$ cat config.mk
export PLATFORM = sky130hd
export DESIGN_NAME = param_descrambler
export DESIGN_NICKNAME = d
export VERILOG_FILES = /design/src/rtl/param_descrambler_pkg.sv /design/src/rtl/param_descrambler_lfsr.sv /design/src/rtl/param_descrambler.sv
export SDC_FILE = /design/constraint.sdc
export NUM_CORES = 1
export LEC_CHECK = 0
export CAP_MARGIN = 20
export CORE_UTILIZATION = 40
export CTS_CLUSTER_DIAMETER = 120
export DETAILED_ROUTE_END_ITERATION = 8
export MAX_ROUTING_LAYER = met4
export PLACE_DENSITY_LB_ADDON = 0.3
export SETUP_SLACK_MARGIN = 0.05
export SLEW_MARGIN = 20
export SYNTH_ARGS = -nofsm -noshare
export SYNTH_HDL_FRONTEND = slang
export SYNTH_SLANG_ARGS = --single-unit
$ cat constraint.sdc
create_clock -name clock -period 2.1 [get_ports clock]
set_clock_uncertainty 0.2 [all_clocks]
set_input_delay 0.42 -clock clock [delete_from_list [all_inputs] [get_ports clock]]
set_output_delay 0.42 -clock clock [all_outputs]
set_load 0.01 [all_outputs]
$ cat src/rtl/param_descrambler_pkg.sv
// Shared definitions for the parameterised descrambler: state encodings,
// keystream tap positions, default seed and the data width legality check.

`ifndef PARAM_DESCRAMBLER_PKG_SV
`define PARAM_DESCRAMBLER_PKG_SV

// True when a data width lies in the supported 1..16 range.
`define PD_WIDTH_OK(w) ((((w) >= 1) && ((w) <= 16)))

package param_descrambler_pkg;

  // Frame synchronisation states: HUNT waits for a start-of-frame,
  // RUN descrambles every accepted beat.
  typedef enum logic {
    HUNT = 1'b0,
    RUN  = 1'b1
  } state_t;

  // Default keystream register length.
  localparam int DEFAULT_LFSR_LEN = 7;

  // Tap positions counted down from the register MSB: bits LEN-1 and LEN-2.
  localparam int TAP_HI_FROM_MSB = 0;
  localparam int TAP_LO_FROM_MSB = 1;

  // Default load value, matching the transmit-side scrambler.
  localparam logic [DEFAULT_LFSR_LEN-1:0] DEFAULT_SEED = 7'h7F;

endpackage

`endif

$ cat src/rtl/param_descrambler_lfsr.sv
// Combinational N-step advance of the Fibonacci keystream register.
// Bit i of the key is the feedback bit produced by step i.

module descr_lfsr
  import param_descrambler_pkg::*;
#(
  parameter int LFSR_LEN = DEFAULT_LFSR_LEN,
  parameter int N        = 2
) (
  input  logic [LFSR_LEN-1:0] i_state,
  output logic [LFSR_LEN-1:0] o_next,
  output logic [N-1:0]        o_key
);

  logic [LFSR_LEN-1:0] w_work;
  logic [N-1:0]        w_key;
  logic                w_fb;

  // Unroll N shift steps, collecting each feedback bit as one key bit.
  always_comb begin
    w_work = i_state;
    w_key  = '0;
    w_fb   = 1'b0;
    for (int i = 0; i < N; i++) begin
      w_fb     = w_work[LFSR_LEN-1-TAP_HI_FROM_MSB] ^ w_work[LFSR_LEN-1-TAP_LO_FROM_MSB];
      w_key[i] = w_fb;
      w_work   = {w_work[LFSR_LEN-2:0], w_fb};
    end
  end

  assign o_next = w_work;
  assign o_key  = w_key;

endmodule

$ cat src/rtl/param_descrambler.sv
// Receive-side descrambler: strips an additive LFSR keystream from framed
// words, re-seeding on every start-of-frame, behind a single registered
// valid/ready output stage.

module param_descrambler
  import param_descrambler_pkg::*;
#(
  parameter int                  WIDTH    = 2,
  parameter int                  LFSR_LEN = DEFAULT_LFSR_LEN,
  parameter logic [LFSR_LEN-1:0] SEED     = LFSR_LEN'(DEFAULT_SEED)
) (
  input  logic             clock,
  input  logic             reset,
  input  logic             in_valid,
  output logic             in_ready,
  input  logic             in_sof,
  input  logic [WIDTH-1:0] in_data,
  output logic             out_valid,
  input  logic             out_ready,
  output logic             out_sof,
  output logic [WIDTH-1:0] out_data,
  output logic [7:0]       frame_cnt,
  output logic             err_nosync
);

  // An all-zero seed would lock the register at zero, so it loads 1 instead.
  localparam logic [LFSR_LEN-1:0] SEED_VAL = (SEED == '0) ? LFSR_LEN'(1) : SEED;

  if (!`PD_WIDTH_OK(WIDTH)) begin : gWidthCheck
    $error("param_descrambler: WIDTH must be within 1..16");
  end

  state_t              r_state;
  state_t              w_nextState;
  logic [LFSR_LEN-1:0] r_lfsr;
  logic [LFSR_LEN-1:0] w_lfsrBase;
  logic [LFSR_LEN-1:0] w_lfsrNext;
  logic [WIDTH-1:0]    w_key;
  logic                w_accept;
  logic                w_produce;
  logic                w_drop;

  logic                r_outValid;
  logic                r_outSof;
  logic [WIDTH-1:0]    r_outData;
  logic [7:0]          r_frameCnt;
  logic                r_errNosync;

  // The input side may move whenever the output slot is empty or being popped.
  assign in_ready = !r_outValid || out_ready;

  descr_lfsr #(
    .LFSR_LEN (LFSR_LEN),
    .N        (WIDTH)
  ) uLfsr (
    .i_state (w_lfsrBase),
    .o_next  (w_lfsrNext),
    .o_key   (w_key)
  );

  // Hold the synchronisation state; reset always returns to HUNT.
  always_ff @(posedge clock) begin
    if (reset) r_state <= HUNT;
    else       r_state <= w_nextState;
  end

  // Classify the accepted beat and pick the keystream origin (seed on SOF).
  always_comb begin
    w_nextState = r_state;
    w_accept    = in_valid && in_ready;
    w_produce   = 1'b0;
    w_drop      = 1'b0;
    w_lfsrBase  = r_lfsr;
    if (w_accept) begin
      if (in_sof) begin
        w_nextState = RUN;
        w_produce   = 1'b1;
        w_lfsrBase  = SEED_VAL;
      end else if (r_state == RUN) begin
        w_produce   = 1'b1;
      end else begin
        w_drop      = 1'b1;
      end
    end
  end

  // Output stage, keystream register, frame counter and sync-error pulse.
  always_ff @(posedge clock) begin
    if (reset) begin
      r_outValid  <= 1'b0;
      r_outSof    <= 1'b0;
      r_outData   <= '0;
      r_frameCnt  <= '0;
      r_errNosync <= 1'b0;
      r_lfsr      <= SEED_VAL;
    end else begin
      r_errNosync <= w_drop;
      if (w_produce) begin
        r_outValid <= 1'b1;
        r_outSof   <= in_sof;
        r_outData  <= in_data ^ w_key;
        r_lfsr     <= w_lfsrNext;
      end else if (out_ready) begin
        r_outValid <= 1'b0;
      end
      if (w_accept && in_sof) begin
        r_frameCnt <= r_frameCnt + 8'd1;
      end
    end
  end

  assign out_valid  = r_outValid;
  assign out_sof    = r_outSof;
  assign out_data   = r_outData;
  assign frame_cnt  = r_frameCnt;
  assign err_nosync = r_errNosync;

endmodule

After elaboration in Yosys (flattened, before gate mapping)
Cells that the tools add are included.

Divide/modulo/power cells: 0. Shift-type cells: 0. Multiply operators: 0. Bitwise gates (word level): 4. $add $sub $neg: 1. Order comparisons: 0. Equality and inequality tests: 0. Reduce and logical (&&, ||, !) cells: 7. Multiplexer cells: 8.

Operators with widths (number): 7-bit two-way mux (2); 8-bit by 1-bit adder with 8-bit output (second input constant) (1); 1-bit two-way mux (6); 3-bit OR reduction (1); 1-bit logical AND (2); 2-bit AND reduction (1); 2-bit nonzero test (1); 1-bit XOR (2); 2-bit XOR (1); 1-bit zero test (1); 1-bit logical OR (1); 1-bit NOT (1).

Input port bits: 7. Output and inout port bits: 14. ROM bits: 0. Logic and storage cells: 27. RAM bits: 0. Register bits: 21. Latch bits: 0. Memories: 0.

Longest topological paths before layout
Depth after elaboration: 6. Depth in mapped cells: 6. Depth with buffers taken out: 4.

Modules after synthesis
Synthesis repeated with hierarchy kept, for this count alone.

Cells, all modules: 112. Area, all modules: 997.2 um2.

By module, submodules not included: param_descrambler (cells each 102, area each 919.6 um2, seq. area each 420.4 um2, instances 1); descr_lfsr (cells each 10, area each 77.6 um2, seq. area each 0.0 um2, instances 1).

Least setup slack after synthesis
No wires, ideal clock.

Kind: reg2reg. From: reg r_frameCnt[0], in the netlist frame_cnt[0]. To: reg r_frameCnt[6], in the netlist frame_cnt[6]. Period minus slack after synthesis: 1.612 ns. Stages on the path, launching flop included: 5. Data required time: 1.777 ns. Buffers on the path: 0. Library setup time: 0.123 ns. Arrival time: 1.289 ns. Slack: 0.488 ns. Cell sequence: dfxtp_1 -> ha_1 -> inv_1 -> nor4_1 -> mux2_1.

Cells in the longest elaborated chain, start to end: 1.

Ends and longest elaborated chain: from (decl) (RTL line param_descrambler.sv:46) `logic [7:0] r_frameCnt;`; from (signal assigned) (RTL line param_descrambler.sv:107) `r_frameCnt <= r_frameCnt + 8'd1;`; 8-bit by 1-bit adder with 8-bit output (RTL line param_descrambler.sv:107).

Every way passes these cells. A chain may end at the register's enable or synchronous reset.

Worst setup path after layout
From: reg r_frameCnt[2], in the netlist frame_cnt[2]. To: out frame_cnt[2].

RTL lines: to (decl) (RTL line param_descrambler.sv:22) `output logic [7:0] frame_cnt,`.

No word-level cell between the ends.

==> results.yml <==
route:
  routedWlPerCell_um: 13.5
  viasPerCell: 5.72
  routed_wl_um: 2200
  drc: 0
  drtIter0Drc: 11
  vias: 932
  drt-pass1-iter-count: 2
  postRouteAntennaNets: 0
synth:
  synth.largest_area_cell: "dfxtp_1"
  ys_ff_latch: 21
  syn_area_um2: 985
  synth_area_leaders: "dfxtp_1, a31oi_1, and4_1, nor2_1, o31ai_1"
  synth_nets: 119
  yosysWarnings: 0
  syn_area_per_cell_um2: 8.87
  syn-instance-count: 111
  synth_cell_types: 31
  synth.yosys.seq_area_share: 0.427
  yosysTopAreaCellShare: 0.427
critical_path:
  cp-end-kind: "output pin"
  cpPeakStageDelay_ns: 0.58
  path_buf_inv: 1
  rrSetupSlack_ns: 0.43
  start_kind: "register"
  path_class: "register to output pin"
  cp_data_arrival_time_ns: 1.35
  slowest_stage: "clkdlybuf4s50_1"
  cp.required_ns: 1.48
  cp_max_fo: 7
  cp_cell_sequence: "clkdlybuf4s50_1"
  path_delay_family: "buffers and inverters"
global_routing:
  grt_use_met3: 0.0263
  grt_overflow: 0
  busiest_layer: "met2"
  grt_max_degree: 18
  met2_usage: 0.320
  globalRouteMet1Util: 0.234
  grt_util_all_layers: 0.196
  grt_pass1_vias: 855
  antenna_found_initial: 0
  grt_pass1_wl_um: 3750
clock_network:
  clk_latency_ns: 0.31
  cts_tree: "yes"
  post_cts_buffers: 0
  root_buffer: "clkbuf_4"
  cts_buffers: 3
  clock_path_buffers: 2
  clock_sinks: 21
  htreeDepth: 1
  ctsHoldBuffers: 0
  clk_pin_slew_ns: 0.12
layout:
  fill_cells: 214
  fin_nets: 144
  layout_commonest_cell: "dfxtp_1"
  area_growth_pct: 29.1
  drive_gt1_frac: 0.133
  antennaDiodeCount: 0
  final_cell_mix: "dfxtp_1, clkdlybuf4s50_1, nor2_1"
floorplanning:
  core-area_um2: 2280
  start_util: 0.433
  die_h_um: 51.6
  pin_count: 21
  die_area_um2: 2660
  die_w_um: 51.6
  rows: 17
sta:
  fmax_mhz: 509
  hold-worst-slack_ns: 0.329
  fin_crit_ns: 1.97
  max_slew.worst_pin.slew_ns: 0.430
  drv_slew: 0
  timing.final.crit_share: 0.936
  worst_slack_ns: 0.134
  rsz0062_at_grt: "false"
  slew_headroom: 0.713
  final_hold_viol_count: 0
  setup_viol: 0
run_status:
  status: "finished, final reports clean"
pwr:
  ir_drop_mv: 0.415
  p_leak_nw: 0.448
  p_per_area_nw_per_um2: 577
  fin_total_pwr_uw: 734
placement:
  gp_congestion: 0.793
  io_buffers: 20
  pre_cts_slack_ns: -0.0578
  dpl.hpwl_um: 1600
worst_hold_path:
  hp-class: "register to register"
flow_run:
  max-cap-violations: 0
-- worst paths after layout --
check	startpoint	end	depth (start not counted)
worst max-delay path	frame_cnt[2]$_SDFFE_PP0P_	frame_cnt[2]	1
worst min-delay path	r_state$_SDFFE_PP0P_	r_state$_SDFFE_PP0P_	1
worst min register to register	r_state$_SDFFE_PP0P_	r_state$_SDFFE_PP0P_	1
worst max register to register	frame_cnt[1]$_SDFFE_PP0P_	frame_cnt[6]$_SDFFE_PP0P_	4
-- metal layers --
| layer | part of all wire | vias up |
|---|---|---|
| met5 | 0 | - |
| met4 | 0.019 | 0 |
| met3 | 0.021 | 5 |
| li1 | - | 468 |
| met2 | 0.49 | 12 |
| met1 | 0.47 | 447 |
-- logic make-up after synthesis --
logic type | after synthesis | synth area share
xor+xnor | 2 | 0.0178
compound gates | 33 | 0.213
mux | 3 | 0.0343
fa+ha+maj | 1 | 0.0127
flops | 21 | 0.427
simple gates | 39 | 0.241
buf+inv | 12 | 0.0534
-- stage by stage --
stage | util | TNS, ns | cells | area [um^2]
6_report | 0.559 | 0 | 163 | 1270
5_1_grt | 0.559 | 0 | 163 | 1270
4_1_cts | 0.559 | 0 | 163 | 1270
3_5_place_dp | 0.546 | -0.158 | 159 | 1240
3_3_place_gp | 0.546 | -0.100 | 159 | 1240
2_1_floorplan | - | 0 | 111 | 985
-- worst reg2reg max path, stage by stage (launching register included) --
cell     delay [ns]
dfxtp_1        0.45
ha_1           0.21
inv_1          0.07
nor4_1         0.30
mux2_1         0.34
-- layout make-up --
type,count,area (um^2),area share
Multi-Input combinational cell,78,514,0.405
Clock inverter,1,5.00,0.00394
Clock buffer,3,22.5,0.0177
Sequential cell,21,420,0.331
Inverter,4,15.0,0.0118
Timing Repair Buffer,28,259,0.204
Tap cell,28,35.0,0.0276
-- power breakdown --
group | internal (mW) | switching, mW | leakage [nW] | total, mW
combinational | 0.0526 | 0.0567 | 0.259 | 0.109
clock | 0.0713 | 0.130 | 0.0177 | 0.201
sequential | 0.413 | 0.0101 | 0.171 | 0.423
-- synthesized netlist by cell type --
library cell	number
nor4_2	1
or2_1	1
inv_2	1
inv_1	3
o21ai_1	2
nor4b_1	1
nor2b_1	4
nor3_1	1
a311oi_1	2
nor2_1	10
nand2_2	1
o21ai_0	7
mux2_1	2
nor4_1	2
mux2_2	1
o21a_1	1
nand3_1	4
ha_1	1
a31oi_1	7
o31ai_1	5
or4_1	3
o311ai_1	2
or3_1	3
and4_1	5
clkbuf_1	2
xnor2_1	2
nand4_1	3
buf_2	6
dfxtp_1	21
a21oi_1	6
o221a_2	1
-- registers in the layout (all words and copies together) (netlist names) --
register / cells
out_data: 2
r_lfsr: 7
out_sof: 1
frame_cnt: 8
err_nosync: 1
out_valid: 1
r_state: 1
-- repair_timing --
action | CTS | global route
endpoints found under the setup margin | 1 | 0
resized for setup | 2 | 0
hold endpoints to repair | 0 | 0
Power figures use the tool's default switching activity.
